`config.mk`:
```
export PLATFORM = sky130hd
export DESIGN_NAME = generador_entradas
export DESIGN_NICKNAME = d
export VERILOG_FILES = /design/src/rtl/generador_entradas.sv
export SDC_FILE = /design/constraint.sdc
export NUM_CORES = 1
export LEC_CHECK = 0
export BUFFER_PORTS_ARGS = -buffer_cell sky130_fd_sc_hd__buf_2
export CAP_MARGIN = 10
export CORE_MARGIN = 5
export CORE_UTILIZATION = 40
export DETAILED_ROUTE_END_ITERATION = 10
export SETUP_SLACK_MARGIN = 0.3
export SLEW_MARGIN = 25
export SYNTH_ARGS = -nofsm -noshare
export SYNTH_HDL_FRONTEND = slang
export SYNTH_SLANG_ARGS = --single-unit
```
`constraint.sdc`:
```
create_clock -name clk -period 1.64 [get_ports clk]
set_clock_uncertainty 0.2 [all_clocks]
set_input_delay 0.246 -clock clk [delete_from_list [all_inputs] [get_ports clk]]
set_output_delay 0.246 -clock clk [all_outputs]
set_load 0.05 [all_outputs]
```
`src/rtl/generador_entradas.sv`:
```
// -----------------------------------------------------------------------------
// generador_entradas
//
// Stimulus stage for the two-input logic-gate block. Raw board switches are
// synchronised (two flops) and debounced, then drive a registered operand
// pair {entradaA, entradaB}.
//   MANUAL : operands follow the debounced switches.
//   AUTO   : operands sweep 00 -> 01 -> 10 -> 11 -> 00 ..., each row held for
//            DWELL_CYCLES clocks; switches keep being debounced but are unused.
//
// Ports
//   clk        in   system clock, rising edge
//   rst_n      in   synchronous active-low reset
//   sw_a       in   raw switch, operand A (asynchronous, bouncy)
//   sw_b       in   raw switch, operand B (asynchronous, bouncy)
//   modo_auto  in   raw mode switch, 1 = AUTO
//   entradaA   out  registered operand A
//   entradaB   out  registered operand B
//   indice     out  current row {entradaA, entradaB}; sweep counter in AUTO
//   modo       out  current state, 1 = AUTO
//   cambio     out  one-cycle pulse while a newly changed operand pair is shown
// -----------------------------------------------------------------------------
module generador_entradas #(
  parameter int DEBOUNCE_CYCLES = 4,
  parameter int DWELL_CYCLES    = 5
) (
  input  logic       clk,
  input  logic       rst_n,
  input  logic       sw_a,
  input  logic       sw_b,
  input  logic       modo_auto,
  output logic       entradaA,
  output logic       entradaB,
  output logic [1:0] indice,
  output logic       modo,
  output logic       cambio
);

  localparam int DB_W    = $clog2(DEBOUNCE_CYCLES) + 1;
  localparam int DWELL_W = (DWELL_CYCLES > 2) ? $clog2(DWELL_CYCLES) : 1;

  // Bit 0 = sw_a, bit 1 = sw_b, bit 2 = modo_auto.
  logic [2:0] raw_in;
  logic [2:0] stable_vec;

  assign raw_in = {modo_auto, sw_b, sw_a};

  // ---------------------------------------------------------------------------
  // Synchroniser + debouncer, one identical channel per raw input.
  // ---------------------------------------------------------------------------
  genvar gi;
  generate
    for (gi = 0; gi < 3; gi++) begin : g_chan
      logic            s1_q, s1_d;
      logic            s2_q, s2_d;
      logic            stable_q, stable_d;
      logic [DB_W-1:0] cnt_q, cnt_d;

      always_comb begin
        s1_d     = raw_in[gi];
        s2_d     = s1_q;
        stable_d = stable_q;
        cnt_d    = '0;
        if (s2_q != stable_q) begin
          // Accept on the cycle the count would reach DEBOUNCE_CYCLES; any
          // return to the stable value before then restarts the count.
          if (cnt_q == DB_W'(DEBOUNCE_CYCLES - 1)) begin
            stable_d = s2_q;
            cnt_d    = '0;
          end else begin
            cnt_d = cnt_q + DB_W'(1);
          end
        end
      end

      always_ff @(posedge clk) begin
        if (!rst_n) begin
          s1_q     <= 1'b0;
          s2_q     <= 1'b0;
          stable_q <= 1'b0;
          cnt_q    <= '0;
        end else begin
          s1_q     <= s1_d;
          s2_q     <= s2_d;
          stable_q <= stable_d;
          cnt_q    <= cnt_d;
        end
      end

      assign stable_vec[gi] = stable_q;
    end
  endgenerate

  logic stable_a, stable_b, stable_m;

  assign stable_a = stable_vec[0];
  assign stable_b = stable_vec[1];
  assign stable_m = stable_vec[2];

  // ---------------------------------------------------------------------------
  // Mode FSM and operand generation.
  // ---------------------------------------------------------------------------
  typedef enum logic {
    MANUAL = 1'b0,
    AUTO   = 1'b1
  } state_t;

  state_t             state_q, state_d;
  logic [DWELL_W-1:0] dwell_q, dwell_d;
  logic [1:0]         indice_q, indice_d;
  logic               entrada_a_q, entrada_a_d;
  logic               entrada_b_q, entrada_b_d;
  logic               cambio_q, cambio_d;

  always_comb begin
    state_d  = state_q;
    dwell_d  = '0;
    indice_d = indice_q;

    case (state_q)
      MANUAL: begin
        if (stable_m) begin
          // Every entry into AUTO starts the sweep from row 00.
          state_d  = AUTO;
          indice_d = 2'b00;
        end else begin
          indice_d = {stable_a, stable_b};
        end
      end
      AUTO: begin
        if (!stable_m) begin
          // Leaving AUTO takes priority over a coincident dwell terminal count.
          state_d  = MANUAL;
          indice_d = {stable_a, stable_b};
        end else if (dwell_q == DWELL_W'(DWELL_CYCLES - 1)) begin
          indice_d = indice_q + 2'd1;
        end else begin
          dwell_d = dwell_q + DWELL_W'(1);
        end
      end
      default: begin
        state_d = MANUAL;
      end
    endcase

    // The operand pair always equals the row index, in both modes.
    entrada_a_d = indice_d[1];
    entrada_b_d = indice_d[0];
    cambio_d    = ({entrada_a_d, entrada_b_d} != {entrada_a_q, entrada_b_q});
  end

  always_ff @(posedge clk) begin
    if (!rst_n) begin
      state_q     <= MANUAL;
      dwell_q     <= '0;
      indice_q    <= 2'b00;
      entrada_a_q <= 1'b0;
      entrada_b_q <= 1'b0;
      cambio_q    <= 1'b0;
    end else begin
      state_q     <= state_d;
      dwell_q     <= dwell_d;
      indice_q    <= indice_d;
      entrada_a_q <= entrada_a_d;
      entrada_b_q <= entrada_b_d;
      cambio_q    <= cambio_d;
    end
  end

  assign entradaA = entrada_a_q;
  assign entradaB = entrada_b_q;
  assign indice   = indice_q;
  assign modo     = (state_q == AUTO);
  assign cambio   = cambio_q;

endmodule

```
==> results of run 1 <==
==> flip-flops by register name, indices dropped and copies added (netlist names) <==
| register | count |
|---|---|
| g_chan.cnt_q | 9 |
| dwell_q | 3 |
| g_chan.s1_q | 3 |
| g_chan.s2_q | 3 |
| g_chan.stable_q | 3 |
| indice | 2 |
| cambio | 1 |
| modo | 1 |
==> cell usage after synthesis (2+ instances only) <==
cell type,number
xnor2_1,2
buf_4,4
and2_1,9
nand2_1,2
mux2i_1,3
a21oi_1,4
nor2b_1,3
nor2_1,10
xor2_1,4
ha_1,8
inv_1,9
dfxtp_1,25
nand3b_1,5
==> per-stage QoR <==
stage	util (%)	hold WS [ps]	power (mW)	area, µm²	worst slack [ps]
floorplan	-	173	0.651	1000	416
global route	50.4	126	0.959	1230	296
global placement	43.5	207	0.655	1060	381
detailed placement	43.5	218	0.657	1060	349
finish	50.4	132	0.910	1230	348
CTS	48.1	128	0.927	1170	307
==> power breakdown <==
| part | total [mW] | internal, mW | leakage [nW] | switching [mW] |
|---|---|---|---|---|
| combinational | 0.0287 | 0.0160 | 0.261 | 0.0128 |
| sequential | 0.616 | 0.612 | 0.207 | 0.00416 |
| clock | 0.265 | 0.0948 | 0.0150 | 0.171 |
| total | 0.910 | 0.722 | 0.483 | 0.188 |
==> cells by family (layout without fill, tap and decap cells) <==
logic type | Yosys count | after routing | share of synthesized area [%]
muxes | 3 | 3 | 3.00
AOI/OAI and AO/OA | 7 | 7 | 4.00
buffers and inverters | 14 | 30 | 6.87
xor gates and xnor gates | 6 | 6 | 5.25
DFF | 25 | 25 | 50.0
adders and majority gates | 8 | 8 | 10.0
and+or+nand+nor | 36 | 36 | 20.9
==> cell type report <==
type / count / area [µm²] / share of cell area [%]
multi-input cells: 60 / 469 / 38.3
inverters: 9 / 33.8 / 2.76
clock buffers: 4 / 26.3 / 2.14
well taps: 30 / 37.5 / 3.06
flip-flops and latches: 25 / 515 / 42.0
repair buffers: 17 / 144 / 11.7
==> worst max-delay path by stage <==
stage | startpoint | endpoint | slack [ps] | depth (start not counted)
global route | indice[1] | entradaA | 300 | 1
detailed placement | g_chan[1].cnt_q[0] | g_chan[1].cnt_q[0] | 350 | 4
finish | indice[1] | entradaA | 350 | 1
floorplan | indice[0] | indice[0] | 420 | 1
global placement | g_chan[2].cnt_q[0] | g_chan[2].cnt_q[0] | 380 | 4
CTS | modo | modo | 310 | 1
==> layer usage <==
metal	share of wire [%]	vias up
li1	-	346
met1	44	321
met2	50	12
met3	5.0	2
met4	0.77	0
met5	0	-
==> what timing repair did <==
action | CTS | global route
hold buffers | 3 | 0
gates resized for setup | 14 | 12
pin swaps | 0 | 6
buffers inserted | 2 | 2
hold endpoints to repair | 3 | 0
endpoints found under the setup margin | 6 | 15
==> impl_metrics.csv, run 1 <==
group,metric,value,unit
outcome,outcome,"finished, final reports clean",
die,dieArea,3600,µm²
worst_setup_path,worst-setup-path-type,"flip-flop to output pin",
min_path,hold_end,"g_chan[0].stable_q",
worst_setup_path,crit_buf_inv,1,
grt,grtUsageMet2,17.0,%
worst_setup_path,worstSetupEndpointType,"output pin",
clock_tree,clock_sinks,25,
worst_setup_path,start_kind,"flip-flop",
grt,use_met1,10.9,%
worst_setup_path,slowest_delay,380,ps
timing,finalHoldViolCount,0,
die,num_rows,18,
detailed_routing,via_per_inst,4.70,
logic_synthesis,yosys_most_used_dff,"dfxtp_1",
worst_setup_path,path_cells,"buf_6",
detailed_routing,drc,0,
die,io_pins,11,
place,place_hpwl,1100,µm
worst_setup_path,critPathRequiredTime,1190,ps
detailed_routing,wl_per_cell,10.8,µm
logic_synthesis,yosys.area.top_type,"dfxtp_1",
clock_tree,clk-insertion-delay-late,310,ps
detailed_routing,drt-initial-drc-count,11,
clock_tree,cts_tree,"done",
detailed_routing,vias,681,
timing,min_period_over_period,78.8,%
die,core_area,2430,µm²
worst_setup_path,arrival,850,ps
worst_setup_path,rrSetupSlack,360,ps
timing,relSlewSlack,80.6,%
logic_synthesis,synthesis.nets,112,
place,gp_congestion,0.709,
pwr,p_leak,0.483,nW
min_path,holdPathStages,2,
logic_synthesis,ys_warn_count,0,
logic_synthesis,syn_inst,99,
cells_and_area,drive_gt1_share,27.0,%
timing,rsz0062_at_grt,"yes",
run,max_cap_viol_count,0,
grt,antenna_found_initial,0,
grt,grt_max_degree,20,
grt,met3_usage,2.59,%
die,die_w,60.0,µm
logic_synthesis,yosysUniqueCellTypes,24,
clock_tree,clk_path_buf_depth,2,
place,numPortBuffers,10,
min_path,min-delay-start,"rst_n",
detailed_routing,routed_wl,1570,µm
grt,grt_pass1_wl,2660,µm
worst_setup_path,critPathTopFamily,"flip-flops",
grt,grt.overflow.total,0,
place,place_inst,134,
logic_synthesis,ys_ff_latch,25,
timing,drv_slew,0,
grt,grt_busiest_layer,"met2",
detailed_routing,firstDrtPassIters,4,
logic_synthesis,synth_seq_area_share,50.0,%
worst_setup_path,worst_path_max_delay_cell,"dfxtp_4",
timing,min_period,1290,ps
timing,tightestPinTransition,290,ps
cells_and_area,fillers,243,
cells_and_area,antenna_cells,0,
clock_tree,root_buffer,"clkbuf_4",
detailed_routing,ant_nets,0,
logic_synthesis,ys_async_sr_fraction,0,%
worst_setup_path,crit_path_max_fanout,3,
worst_setup_path,worstReg2RegStart,"g_chan[2].cnt_q[0]",
cells_and_area,syn_to_final_growth,22.5,%
logic_synthesis,synth_top_area_share,50.0,%
logic_synthesis,synth.area.top_cells,"dfxtp_1 (50%), ha_1 (10%), and2_1 (5.6%), nand3b_1 (3.8%), nor2_1 (3.8%)",
timing,fin_setup_tns,0,ps
worst_setup_path,rr_worst_depth,4,
worst_setup_path,r2r-end,"g_chan[2].cnt_q[0]",
logic_synthesis,synth-edff-count,0,
cells_and_area,final_common_cell,"dfxtp_1",
grt,grt_pass1_vias,631,
clock_tree,clkTransAtPathRegs,130,ps
logic_synthesis,synth.avg_cell_area,10.1,µm²
cells_and_area,stdcell_count,145,
cells_and_area,layout_common_cells,"dfxtp_1 (19), nor2_1 (10), inv_1 (9), and2_1 (9)",
pwr,peakVddDrop,437,µV
clock_tree,cts_inserted_buffers,3,
grt,grt_usage,9.92,%
logic_synthesis,synth_area,1000,µm²
clock_tree,cts_max_level,1,
pwr,powerDensity,742,nW/µm²
timing,fmax,0.774,GHz
timing,setup_viol,0,
die,die_h,60.0,µm
die,start_util,41.2,%
min_path,hold_class,"input pin to flip-flop",
cells_and_area,nNetsFinal,129,
Note: power is estimated with default switching activity, not from simulation.
==> inputs of run 2 (changes only) <==
clock period = 1.3 ns   (was 1.64 ns; I/O delays follow)
==> impl_metrics.csv, run 2 (synthesis results as in run 1) <==
group,metric,value,unit
outcome,outcome,"finished, final reports clean",
timing,finalHoldViolCount,0,
die,core_area,2430,µm²
worst_setup_path,worst_path_max_delay_cell,"dfxtp_4",
grt,grt_usage,8.93,%
detailed_routing,vias,685,
cells_and_area,largest_reg_flops,9,
run,max_cap_viol_count,0,
cells_and_area,antenna_cells,0,
grt,grt_max_degree,20,
die,start_util,41.2,%
die,io_pins,11,
min_path,hold_end,"g_chan[2].stable_q",
clock_tree,clkTransAtPathRegs,140,ps
worst_setup_path,rrSetupSlack,50,ps
worst_setup_path,rr_worst_depth,4,
timing,setup_viol,0,
min_path,holdPathStages,2,
clock_tree,cts_max_level,1,
min_path,min-delay-start,"rst_n",
worst_setup_path,arrival,870,ps
worst_setup_path,start_kind,"flip-flop",
place,gp_congestion,0.655,
worst_setup_path,worstSetupEndpointType,"output pin",
place,place_hpwl,997,µm
timing,tightestPinTransition,295,ps
worst_setup_path,r2r-end,"g_chan[0].cnt_q[0]",
place,place_inst,134,
die,dieArea,3600,µm²
detailed_routing,drc,0,
clock_tree,cts_tree,"done",
clock_tree,root_buffer,"clkbuf_4",
detailed_routing,firstDrtPassIters,2,
grt,grt_pass1_vias,607,
place,place_area,1180,µm²
die,die_w,60.0,µm
timing,rsz0062_at_grt,"yes",
worst_setup_path,worstReg2RegStart,"g_chan[0].cnt_q[0]",
cells_and_area,finalInstanceArea,1380,µm²
cells_and_area,nNetsFinal,128,
clock_tree,clk-insertion-delay-late,320,ps
cells_and_area,largest-register,"g_chan.cnt_q",
detailed_routing,ant_nets,0,
cells_and_area,drive_gt1_share,43.9,%
die,num_rows,18,
timing,fmax,0.792,GHz
grt,antenna_found_initial,0,
place,numPortBuffers,10,
worst_setup_path,critPathRequiredTime,900,ps
pwr,peakVddDrop,897,µV
clock_tree,cts_inserted_buffers,3,
cells_and_area,syn_to_final_growth,38.1,%
worst_setup_path,crit_path_max_fanout,3,
pwr,p_leak,0.506,nW
cells_and_area,stdcell_count,144,
die,die_h,60.0,µm
timing,min_period,1260,ps
worst_setup_path,slowest_delay,400,ps
grt,grt_pass1_wl,2460,µm
timing,drv_slew,0,
worst_setup_path,critPathTopFamily,"flip-flops",
timing,relSlewSlack,80.3,%
detailed_routing,via_per_inst,4.76,
worst_setup_path,worst-setup-path-type,"flip-flop to output pin",
cells_and_area,final_common_cell,"dfxtp_1",
worst_setup_path,crit_buf_inv,1,
min_path,hold_class,"input pin to flip-flop",
detailed_routing,routed_wl,1510,µm
clock_tree,clk_path_buf_depth,2,
timing,min_period_over_period,97.1,%
detailed_routing,wl_per_cell,10.5,µm
pwr,powerDensity,848,nW/µm²
worst_setup_path,path_cells,"buf_8",
detailed_routing,drt-initial-drc-count,5,
grt,grt.overflow.total,0,
cells_and_area,layout_common_cells,"dfxtp_1 (12), nor2_1 (10), dfxtp_2 (10)",
clock_tree,clock_sinks,25,
run 2: cell count changes in the layout (fill, tap and decap cells not counted), moves of 3 or more:
cell | before | now
ha_4 | 2 | 7
a21oi_1 | 4 | 1
buf_8 | 0 | 6
buf_4 | 5 | 0
ha_2 | 5 | 1
dfxtp_1 | 19 | 12
a21oi_2 | 0 | 3
dfxtp_2 | 3 | 10
run 2: final cells by class:
| class | count | area, µm² |
|---|---|---|
| Multi-Input combinational cell | 60 | 584 |
| Timing Repair Buffer | 16 | 174 |
| Clock inverter | 1 | 6.26 |
| Fill cell | 207 | 1050 |
| Sequential cell | 25 | 524 |
| Inverter | 9 | 33.8 |
| Clock buffer | 3 | 22.5 |
| Tap cell | 30 | 37.5 |
run 2: how the worst max path moves through the flow:
stage                                   from                  to  slack (ps)  depth (start not counted)
after floorplan           g_chan[0].cnt_q[0]  g_chan[0].cnt_q[0]         150                          4
after global placement    g_chan[0].cnt_q[0]  g_chan[0].cnt_q[0]         100                          4
after detailed placement  g_chan[0].cnt_q[0]  g_chan[0].cnt_q[0]          80                          4
after CTS                          indice[1]           indice[1]          30                          1
after global routing      g_chan[0].cnt_q[0]  g_chan[0].cnt_q[0]         -30                          4
final                              indice[1]           indice[1]          40                          1
run 2: what timing repair did:
item,in CTS,in global routing
hold endpoints to repair,3,0
setup endpoints to repair,24,24
hold buffers,3,0
pin swaps,4,8
resized for setup,19,12
setup buffers,3,0
run 2: per-layer routing:
metal / GRT usage, % / up-vias / wire [µm]
met4: 1.90 / 0 / 0
met5: 0 / - / 0
li1: - / 351 / -
met3: 3.89 / 0 / 100
met1: 10.9 / 318 / 650
met2: 14.5 / 16 / 759
run 2: where the power goes:
| group | switching (mW) | total (mW) | internal, mW |
|---|---|---|---|
| clock | 0.238 | 0.358 | 0.120 |
| combinational | 0.0165 | 0.0368 | 0.0204 |
| sequential | 0.00576 | 0.777 | 0.772 |
| total | 0.260 | 1.17 | 0.912 |
run 2: per-stage QoR:
step / setup TNS, ps / hold slack, ps / utilization [%] / setup slack [ps] / total power [mW]
6_report: 0 / 59.4 / 56.8 / 37.5 / 1.17
5_1_grt: -62.1 / 59.5 / 56.8 / -28.2 / 1.23
4_1_cts: 0 / 47.0 / 54.5 / 32.4 / 1.20
3_5_place_dp: 0 / 205 / 48.6 / 80.0 / 0.825
3_3_place_gp: 0 / 202 / 48.6 / 97.6 / 0.823
2_1_floorplan: 0 / 122 / - / 149 / 0.817
